--- src/rtl/regfile_writeback_pkg.sv ---
// Shared pipeline types for the register file, the load-use interlock and
// the forwarding unit that consumes the ID operand data.
package regfile_writeback_pkg;

  localparam int DATA_W = 8;
  localparam int ADDR_W = 2;
  localparam int NREGS  = 2 ** ADDR_W;
  localparam int PERF_W = 16;

  typedef logic [ADDR_W-1:0] reg_addr_t;
  typedef logic [DATA_W-1:0] reg_data_t;
  typedef logic [PERF_W-1:0] perf_cnt_t;

  // One operand is blocked when ID really reads it and EX holds a load aimed at it.
  function automatic logic operand_hazard(input logic      use_op,
                                          input logic      ex_load,
                                          input reg_addr_t id_addr,
                                          input reg_addr_t ex_addr);
    return use_op & ex_load & (id_addr == ex_addr);
  endfunction

endpackage

--- src/rtl/regfile_writeback_if.sv ---
// WB commit bus, ID operand read ports and EX interlock signals between the
// pipeline (master) and the register file / interlock block (slave).
interface regfile_writeback_if;
  import regfile_writeback_pkg::*;

  reg_data_t WB_data_write;
  reg_addr_t WB_addr_write;
  logic      WB_sig_write;

  reg_addr_t ID_addr_a;
  reg_addr_t ID_addr_b;
  logic      ID_use_a;
  logic      ID_use_b;
  reg_data_t ID_data_a;
  reg_data_t ID_data_b;

  logic      EX_load;
  reg_addr_t EX_addr_write;

  logic      ID_stall;
  logic      EX_bubble;
  perf_cnt_t stall_count;

  modport master (
    output WB_data_write, WB_addr_write, WB_sig_write,
    output ID_addr_a, ID_addr_b, ID_use_a, ID_use_b,
    output EX_load, EX_addr_write,
    input  ID_data_a, ID_data_b, ID_stall, EX_bubble, stall_count
  );

  modport slave (
    input  WB_data_write, WB_addr_write, WB_sig_write,
    input  ID_addr_a, ID_addr_b, ID_use_a, ID_use_b,
    input  EX_load, EX_addr_write,
    output ID_data_a, ID_data_b, ID_stall, EX_bubble, stall_count
  );

endinterface

--- src/rtl/regfile_writeback_load_use_detect.sv ---
// Load-use interlock: the only hazard forwarding cannot cover, since the load
// data does not exist yet while the load is still in EX.
module load_use_detect
  import regfile_writeback_pkg::*;
(
  input  logic      id_use_a,
  input  logic      id_use_b,
  input  reg_addr_t id_addr_a,
  input  reg_addr_t id_addr_b,
  input  logic      ex_load,
  input  reg_addr_t ex_addr_write,
  output logic      id_stall
);

  logic hz_a;
  logic hz_b;

  assign hz_a     = operand_hazard(id_use_a, ex_load, id_addr_a, ex_addr_write);
  assign hz_b     = operand_hazard(id_use_b, ex_load, id_addr_b, ex_addr_write);
  assign id_stall = hz_a | hz_b;

endmodule

--- src/rtl/regfile_writeback.sv ---
// Architectural register file written by WB and read by ID with same-cycle
// write-through, plus the load-use interlock, EX bubble and stall counter.
module regfile_writeback
  import regfile_writeback_pkg::*;
(
  input logic                clk,
  input logic                rst_n,
  regfile_writeback_if.slave bus
);

  reg_data_t regs [NREGS];
  logic      stall;
  logic      bubble_q;
  perf_cnt_t stall_count_q;

  load_use_detect u_load_use_detect (
    .id_use_a      (bus.ID_use_a),
    .id_use_b      (bus.ID_use_b),
    .id_addr_a     (bus.ID_addr_a),
    .id_addr_b     (bus.ID_addr_b),
    .ex_load       (bus.EX_load),
    .ex_addr_write (bus.EX_addr_write),
    .id_stall      (stall)
  );

  // Commit the WB result; a stall never holds back a write.
  always_ff @(posedge clk or negedge rst_n) begin
    if (!rst_n) begin
      for (int i = 0; i < NREGS; i++) begin
        regs[i] <= '0;
      end
    end else if (bus.WB_sig_write) begin
      regs[bus.WB_addr_write] <= bus.WB_data_write;
    end
  end

  // Asynchronous reads; a write landing this cycle is passed straight through.
  always_comb begin
    bus.ID_data_a = regs[bus.ID_addr_a];
    bus.ID_data_b = regs[bus.ID_addr_b];
    if (bus.WB_sig_write && (bus.ID_addr_a == bus.WB_addr_write)) begin
      bus.ID_data_a = bus.WB_data_write;
    end
    if (bus.WB_sig_write && (bus.ID_addr_b == bus.WB_addr_write)) begin
      bus.ID_data_b = bus.WB_data_write;
    end
  end

  // Turn a stall into an EX bubble next cycle and count stalled cycles without wrapping.
  always_ff @(posedge clk or negedge rst_n) begin
    if (!rst_n) begin
      bubble_q      <= 1'b0;
      stall_count_q <= '0;
    end else begin
      bubble_q <= stall;
      if (stall && (stall_count_q != '1)) begin
        stall_count_q <= stall_count_q + 1'b1;
      end
    end
  end

  assign bus.ID_stall    = stall;
  assign bus.EX_bubble   = bubble_q;
  assign bus.stall_count = stall_count_q;

endmodule

--- src/flat_wrapper.sv ---
// flat-port wrapper written by rule: the top's interface ports become plain ports
module regfile_writeback_flat import regfile_writeback_pkg::*;
  (clk, rst_n, bus_WB_data_write, bus_WB_addr_write, bus_WB_sig_write, bus_ID_addr_a, bus_ID_addr_b, bus_ID_use_a, bus_ID_use_b, bus_EX_load, bus_EX_addr_write, bus_ID_data_a, bus_ID_data_b, bus_ID_stall, bus_EX_bubble, bus_stall_count);
  regfile_writeback_if bus_i ();
  input logic clk;
  input logic rst_n;
  input wire logic [$bits(bus_i.WB_data_write)-1:0] bus_WB_data_write;
  input wire logic [$bits(bus_i.WB_addr_write)-1:0] bus_WB_addr_write;
  input wire logic [$bits(bus_i.WB_sig_write)-1:0] bus_WB_sig_write;
  input wire logic [$bits(bus_i.ID_addr_a)-1:0] bus_ID_addr_a;
  input wire logic [$bits(bus_i.ID_addr_b)-1:0] bus_ID_addr_b;
  input wire logic [$bits(bus_i.ID_use_a)-1:0] bus_ID_use_a;
  input wire logic [$bits(bus_i.ID_use_b)-1:0] bus_ID_use_b;
  input wire logic [$bits(bus_i.EX_load)-1:0] bus_EX_load;
  input wire logic [$bits(bus_i.EX_addr_write)-1:0] bus_EX_addr_write;
  output wire logic [$bits(bus_i.ID_data_a)-1:0] bus_ID_data_a;
  output wire logic [$bits(bus_i.ID_data_b)-1:0] bus_ID_data_b;
  output wire logic [$bits(bus_i.ID_stall)-1:0] bus_ID_stall;
  output wire logic [$bits(bus_i.EX_bubble)-1:0] bus_EX_bubble;
  output wire logic [$bits(bus_i.stall_count)-1:0] bus_stall_count;
  assign bus_i.WB_data_write = bus_WB_data_write;
  assign bus_i.WB_addr_write = bus_WB_addr_write;
  assign bus_i.WB_sig_write = bus_WB_sig_write;
  assign bus_i.ID_addr_a = bus_ID_addr_a;
  assign bus_i.ID_addr_b = bus_ID_addr_b;
  assign bus_i.ID_use_a = bus_ID_use_a;
  assign bus_i.ID_use_b = bus_ID_use_b;
  assign bus_i.EX_load = bus_EX_load;
  assign bus_i.EX_addr_write = bus_EX_addr_write;
  assign bus_ID_data_a = bus_i.ID_data_a;
  assign bus_ID_data_b = bus_i.ID_data_b;
  assign bus_ID_stall = bus_i.ID_stall;
  assign bus_EX_bubble = bus_i.EX_bubble;
  assign bus_stall_count = bus_i.stall_count;
  regfile_writeback u_core (.clk(clk), .rst_n(rst_n), .bus(bus_i));
endmodule
--- config.mk ---
export PLATFORM = sky130hd
export DESIGN_NAME = regfile_writeback_flat
export DESIGN_NICKNAME = d
export VERILOG_FILES = /design/src/rtl/regfile_writeback_pkg.sv /design/src/rtl/regfile_writeback_if.sv /design/src/rtl/regfile_writeback_load_use_detect.sv /design/src/rtl/regfile_writeback.sv /design/src/flat_wrapper.sv
export SDC_FILE = /design/constraint.sdc
export NUM_CORES = 1
export LEC_CHECK = 0
export ABC_AREA = 1
export CAP_MARGIN = 20
export CORE_ASPECT_RATIO = 1.75
export CORE_UTILIZATION = 35
export DETAILED_ROUTE_END_ITERATION = 10
export PLACE_DENSITY = 0.65
export SLEW_MARGIN = 5
export SYNTH_ARGS = -nofsm -noshare
export SYNTH_HDL_FRONTEND = slang
export SYNTH_HIERARCHICAL = 1
export SYNTH_SLANG_ARGS = --single-unit
export TNS_END_PERCENT = 20
--- constraint.sdc ---
create_clock -name clk -period 1.6 [get_ports clk]
set_clock_uncertainty 0.2 [all_clocks]
set_input_delay 0.24 -clock clk [delete_from_list [all_inputs] [get_ports clk]]
set_output_delay 0.24 -clock clk [all_outputs]
set_load 0.01 [all_outputs]
* Word level (Yosys, flattened, before mapping)
Index checks and enable logic that the tools add are counted.
** Cells by class
- Eq/ne operators :: 5
- $add $sub $neg :: 1
- Mux-type cells :: 11
- Bitwise logic cells :: 8
- Reductions and logical operators :: 4
- $lt $le $gt $ge :: 4
** Operator list (number)
- 8-bit 2-to-1 mux :: 7
- 8-bit binary-select mux with 2-bit select :: 2
- 32-bit bitwise mux :: 1
- 16-bit by 1-bit adder with 16-bit output (second input constant) :: 1
- 8-bit demux with 2-bit select :: 1
- 16-bit != test (second input constant) :: 1
- 3-bit greater-or-equal comparator (second input constant) :: 3
- 2-bit inverter with 3-bit output :: 3
- 2-bit == test :: 4
- 1-bit bitwise AND :: 4
- 1-bit logical AND :: 4
- 3-bit by 1-bit < comparator with 1-bit output (second input constant) :: 1
- 1-bit bitwise OR :: 1
** Storage, ports and cells
- Flip-flop bits (word level) :: 49
- Output and inout bits :: 34
- Logic and storage cells :: 39
- Input bits :: 22

* Logic depth before layout (Yosys ltp)
- Depth after elaboration :: 6
- Mapped depth :: 14
- Gate-level depth less buffers :: 14

* Hierarchy
The synthesis kept the hierarchy.
** Modules (own cells, without submodules)
- regfile_writeback :: cells an instance 404, area an instance 2920.3 µm², sequential area each 1226.2 µm², times used 1
- load_use_detect :: cells an instance 22, area an instance 85.1 µm², sequential area each 0.0 µm², times used 1

* Worst setup path after synthesis
Ideal clock, no wire load.
- Kind :: flip-flop to flip-flop
- Start :: reg u_core.stall_count_q[1] (netlist: u_core/bus.stall_count[1])
- End :: reg u_core.stall_count_q[6] (netlist: u_core/bus.stall_count[6])
- Arrival :: 1.345 ns
- Buffers on the path :: 1
- Path slack :: -0.062 ns
- Cell stages (with the launch flop) :: 10
- Library setup time :: 0.117 ns
- Clock period less this slack :: 1.662 ns
- Required time :: 1.283 ns
- Cells stage by stage :: dfrtp_1 ha_1 inv_1 nor2_4 nand2_2 nor2_1 nor2_1 buf_6 nand2_1 nand2_1
** Between the ends
- Longest elaborated chain between the ends :: 2
- Elaborated cells between the ends (all ways) :: 3
- Those cells by class :: add/sub: 1; eq/ne: 1; reduce/logical: 1
** RTL lines
- from (decl) :: line regfile_writeback.sv:14 : perf_cnt_t stall_count_q;
- from (signal assigned) :: line regfile_writeback.sv:57 : stall_count_q <= stall_count_q + 1'b1;
- branches (longest 2 deep; another with 16-bit by 1-bit adder with 16-bit output)
Parallel ways; which one is timed is not known.
A chain may end at the register's enable or synchronous reset.

* Worst setup path in the final report
- Start :: reg u_core/regs[18] in the netlist's numbering
- End :: out bus_ID_data_b[2]
** Between the ends
- Longest elaborated chain between the ends :: 4
** RTL lines
- from (decl) :: line regfile_writeback.sv:11 : reg_data_t regs [NREGS];
- from (signal, indexed assignment) :: line regfile_writeback.sv:33 : regs[bus.WB_addr_write] <= bus.WB_data_write;
- 8-bit binary-select mux with 2-bit select :: line regfile_writeback.sv:40 : bus.ID_data_b = regs[bus.ID_addr_b];
- 8-bit 2-to-1 mux (implied by the code) (2 in series) :: line regfile_writeback.sv:40
- 8-bit 2-to-1 mux :: line regfile_writeback.sv:44 : if (bus.WB_sig_write && (bus.ID_addr_b == bus.WB_addr_write)) begin
- to (decl) :: line flat_wrapper.sv:17 : output wire logic [$bits(bus_i.ID_data_b)-1:0] bus_ID_data_b;
No other way between the ends. The select of a mux whose other input is x is not followed.

==> flow_summary.ini <==
[final_layout]
fin_util_pct = 52.6
n_antenna_cell = 0
fin_cells = 643
finalNetCount = 550
nFillCells = 780
area_growth_pct = 45.5
layout-drive-gt1-share_pct = 29.7

[logic_synthesis]
synth_top_area_share_pct = 40.8
synth_cells = 426
yosys_warnings = 6
avgSynthCellArea_um2 = 7.05
synth.ff_latch_count = 49
synth_nets = 449
synth_cell_types = 28
netlist_top_cells_area = dfrtp_1 41%, nand2_1 16%, o21ai_0 15%
syn-cell-area_um2 = 3010
ys_seq_area_share_pct = 40.8
yosysTopAreaCell = dfrtp_1

[floorplanning]
start_util_pct = 36.2
die_w_um = 72.1
dieArea_um2 = 8980
pin_count = 56
core_um2 = 8310
rows = 44
die_h_um = 125

[global_routing]
grt_start_max_net_pins = 21
grt_pass1_vias = 3190
track_usage_pct = 20.3
antenna_found_initial = 0
grt_overflow_total = 0
grt_pass1_wl_um = 14200

[outcome]
violations = setup timing
status = finished, violations left

[clock_tree]
cts_num_sinks = 49
cts-root-buf = clkbuf_16
clock_latency_ps = 290
clk_pin_slew_ps = 60
cts_tree = yes
clockBufferDepth = 2
cts-buffers-inserted = 5
htree_levels = 2

[drt]
drc = 0
num_vias = 3206
via_per_inst = 4.99
first_pass_iters = 4
dr.first_iter.drc_count = 220
wl_um = 8620
drt-wirelength-per-cell_um = 13.4
ant_nets = 0

[setup_path]
critPathMaxFanout = 2
path_cells = inv_2, a21oi_2, o21ai_1, o21ai_1, nand2_1, o21ai_1, buf_2
reg2reg_slack_ps = -60
cp-end-kind = output port
slowest_delay_ps = 370
cp-start-kind = flip-flop
crit_slowest_cell = dfrtp_1
crit_path_frequent_cell = o21ai_1
path_class = reg -> out
crit_arrival_ps = 1330
required_ps = 1160

[sta]
slew_headroom_pct = 71.0
hold_viol = 0
hold-worst-slack_ps = 224
layout_min_cycle_time_ps = 1770
fmax_ghz = 0.566
setup_viol = 27
post-route-period-util_pct = 110
final-max-slew-violation-count = 0
rsz0062_at_grt = yes
setup_ws_ps = -167
worst_pin_slew_ps = 435

[place]
globalplace.congestion = 0.891
io_buffers = 55
placed_cells = 623
dp_hpwl_um = 6200
place_ws_ps = -980

[power]
irDropWorstVdd_mv = 0.779
total_power_mw = 3.98
power.leakage_nw = 2.11
power.density_nw_per_um2 = 911

[run]
cap_violations = 0

[min_path]
hold_path.class = in -> async
metal layers:
metal / up-vias / track usage (%) / wire (um)
met1: 1483 / 20.1 / 3140
met4: 0 / 13.7 / 401
li1: 1593 / - / -
met2: 102 / 37.0 / 4700
met5: - / 0 / 0
met3: 28 / 3.64 / 382
cell type report:
cell class                      instances  area (um2)  share of cell area (%)
Clock buffer                            7         153                    3.49
Multi-Input combinational cell        321        1720                    39.3
Clock inverter                          1        5.00                   0.114
Tap cell                              115         144                    3.29
Inverter                               39         151                    3.46
Timing Repair Buffer                  111         971                    22.2
Sequential cell                        49        1230                    28.1
kinds of logic (layout without fill, tap and decap cells):
family                   count (synthesis)  in the layout  synth area share (%)
AND/OR/NAND/NOR                        187            187                  25.9
XOR/XNOR                                 6              6                  1.75
buffers and inverters                   57            158                  8.45
AO/OA/AOI/OAI                          126            127                  22.7
adder cells (fa/ha/maj)                  1              1                 0.416
flip-flops                              49             49                  40.8
worst paths after layout:
path / from / end / cells after the start
min in group clk: u_core/regs[21] / u_core/regs[21] / 2
worst min register to register: u_core/regs[21] / u_core/regs[21] / 2
worst max-delay path: u_core/regs[18] / bus_ID_data_b[2] / 7
worst max register to register: u_core/bus.stall_count[1] / u_core/bus.stall_count[11] / 10
max in group asynchronous: rst_n / u_core/regs[8] / 3
worst min-delay path: rst_n / u_core/regs[11] / 2
sequential cells by signal, indices dropped and copies added (netlist names):
signal,count
u_core/regs,32
u_core/bus.EX_bubble,1
u_core/bus.stall_count,16
per-stage QoR:
step           TNS, ps  instance area [um2]
4_1_cts          -2320                 4270
3_5_place_dp    -28060                 3990
6_report         -1950                 4370
2_1_floorplan    -4.12                 3020
3_3_place_gp    -27080                 3990
5_1_grt          -4660                 4370
worst max-delay path: cells and delay by family, from the launching register on:
family / cells / cell delay (ps)
buf+inv: 2 / 200
compound gates: 4 / 400
simple gates: 1 / 70
flops: 1 / 370
synth_stat cells:
| library cell | number |
|---|---|
| buf_4 | 2 |
| xnor2_1 | 5 |
| buf_6 | 2 |
| nand2_1 | 129 |
| a21oi_2 | 1 |
| clkbuf_1 | 8 |
| xor2_1 | 1 |
| nor2_1 | 36 |
| dfrtp_1 | 49 |
| inv_2 | 2 |
| o21ai_1 | 3 |
| nor2_4 | 2 |
| nand3_1 | 9 |
| nand2_2 | 2 |
| nand3b_1 | 2 |
| o211ai_2 | 1 |
| o21ai_0 | 93 |
| inv_1 | 37 |
| nand4_1 | 2 |
| nor2_2 | 3 |
| a21oi_1 | 19 |
| nand2_4 | 1 |
| buf_2 | 5 |
| ha_1 | 1 |
| buf_8 | 1 |
| o2111ai_2 | 1 |
| nand4_4 | 1 |
| o21ai_2 | 8 |
cells in the final DEF, fill, tap and decap left out, drive strengths merged, types with 2 or more instances in the layout:
cell	synthesis	routed
o211ai	1	2
clkbuf	8	8
a21oi	20	20
buf	10	78
clkdlybuf4s50	0	10
nor2	41	41
xnor2	5	5
nand3b	2	2
nand2	132	132
nand4	3	3
dlygate4sd2	0	17
dlymetal6s2s	0	3
dfrtp	49	49
o21ai	104	104
nand3	9	9
inv	39	39
where the power goes:
part / internal [mW] / switching, mW / total, mW / leakage (nW)
registers: 1.43 / 0.176 / 1.61 / 0.619
logic: 0.614 / 0.651 / 1.27 / 1.41
clock network: 0.662 / 0.450 / 1.11 / 0.0799
timing repair:
action	in CTS	in global routing
cloned	2	0
setup buffers	9	1
endpoints found under the hold margin	14	0
resized for setup	178	49
hold buffers	1	0
pin swaps	10	9
endpoints found under the setup margin	49	35
Power figures use the tool's default switching activity.
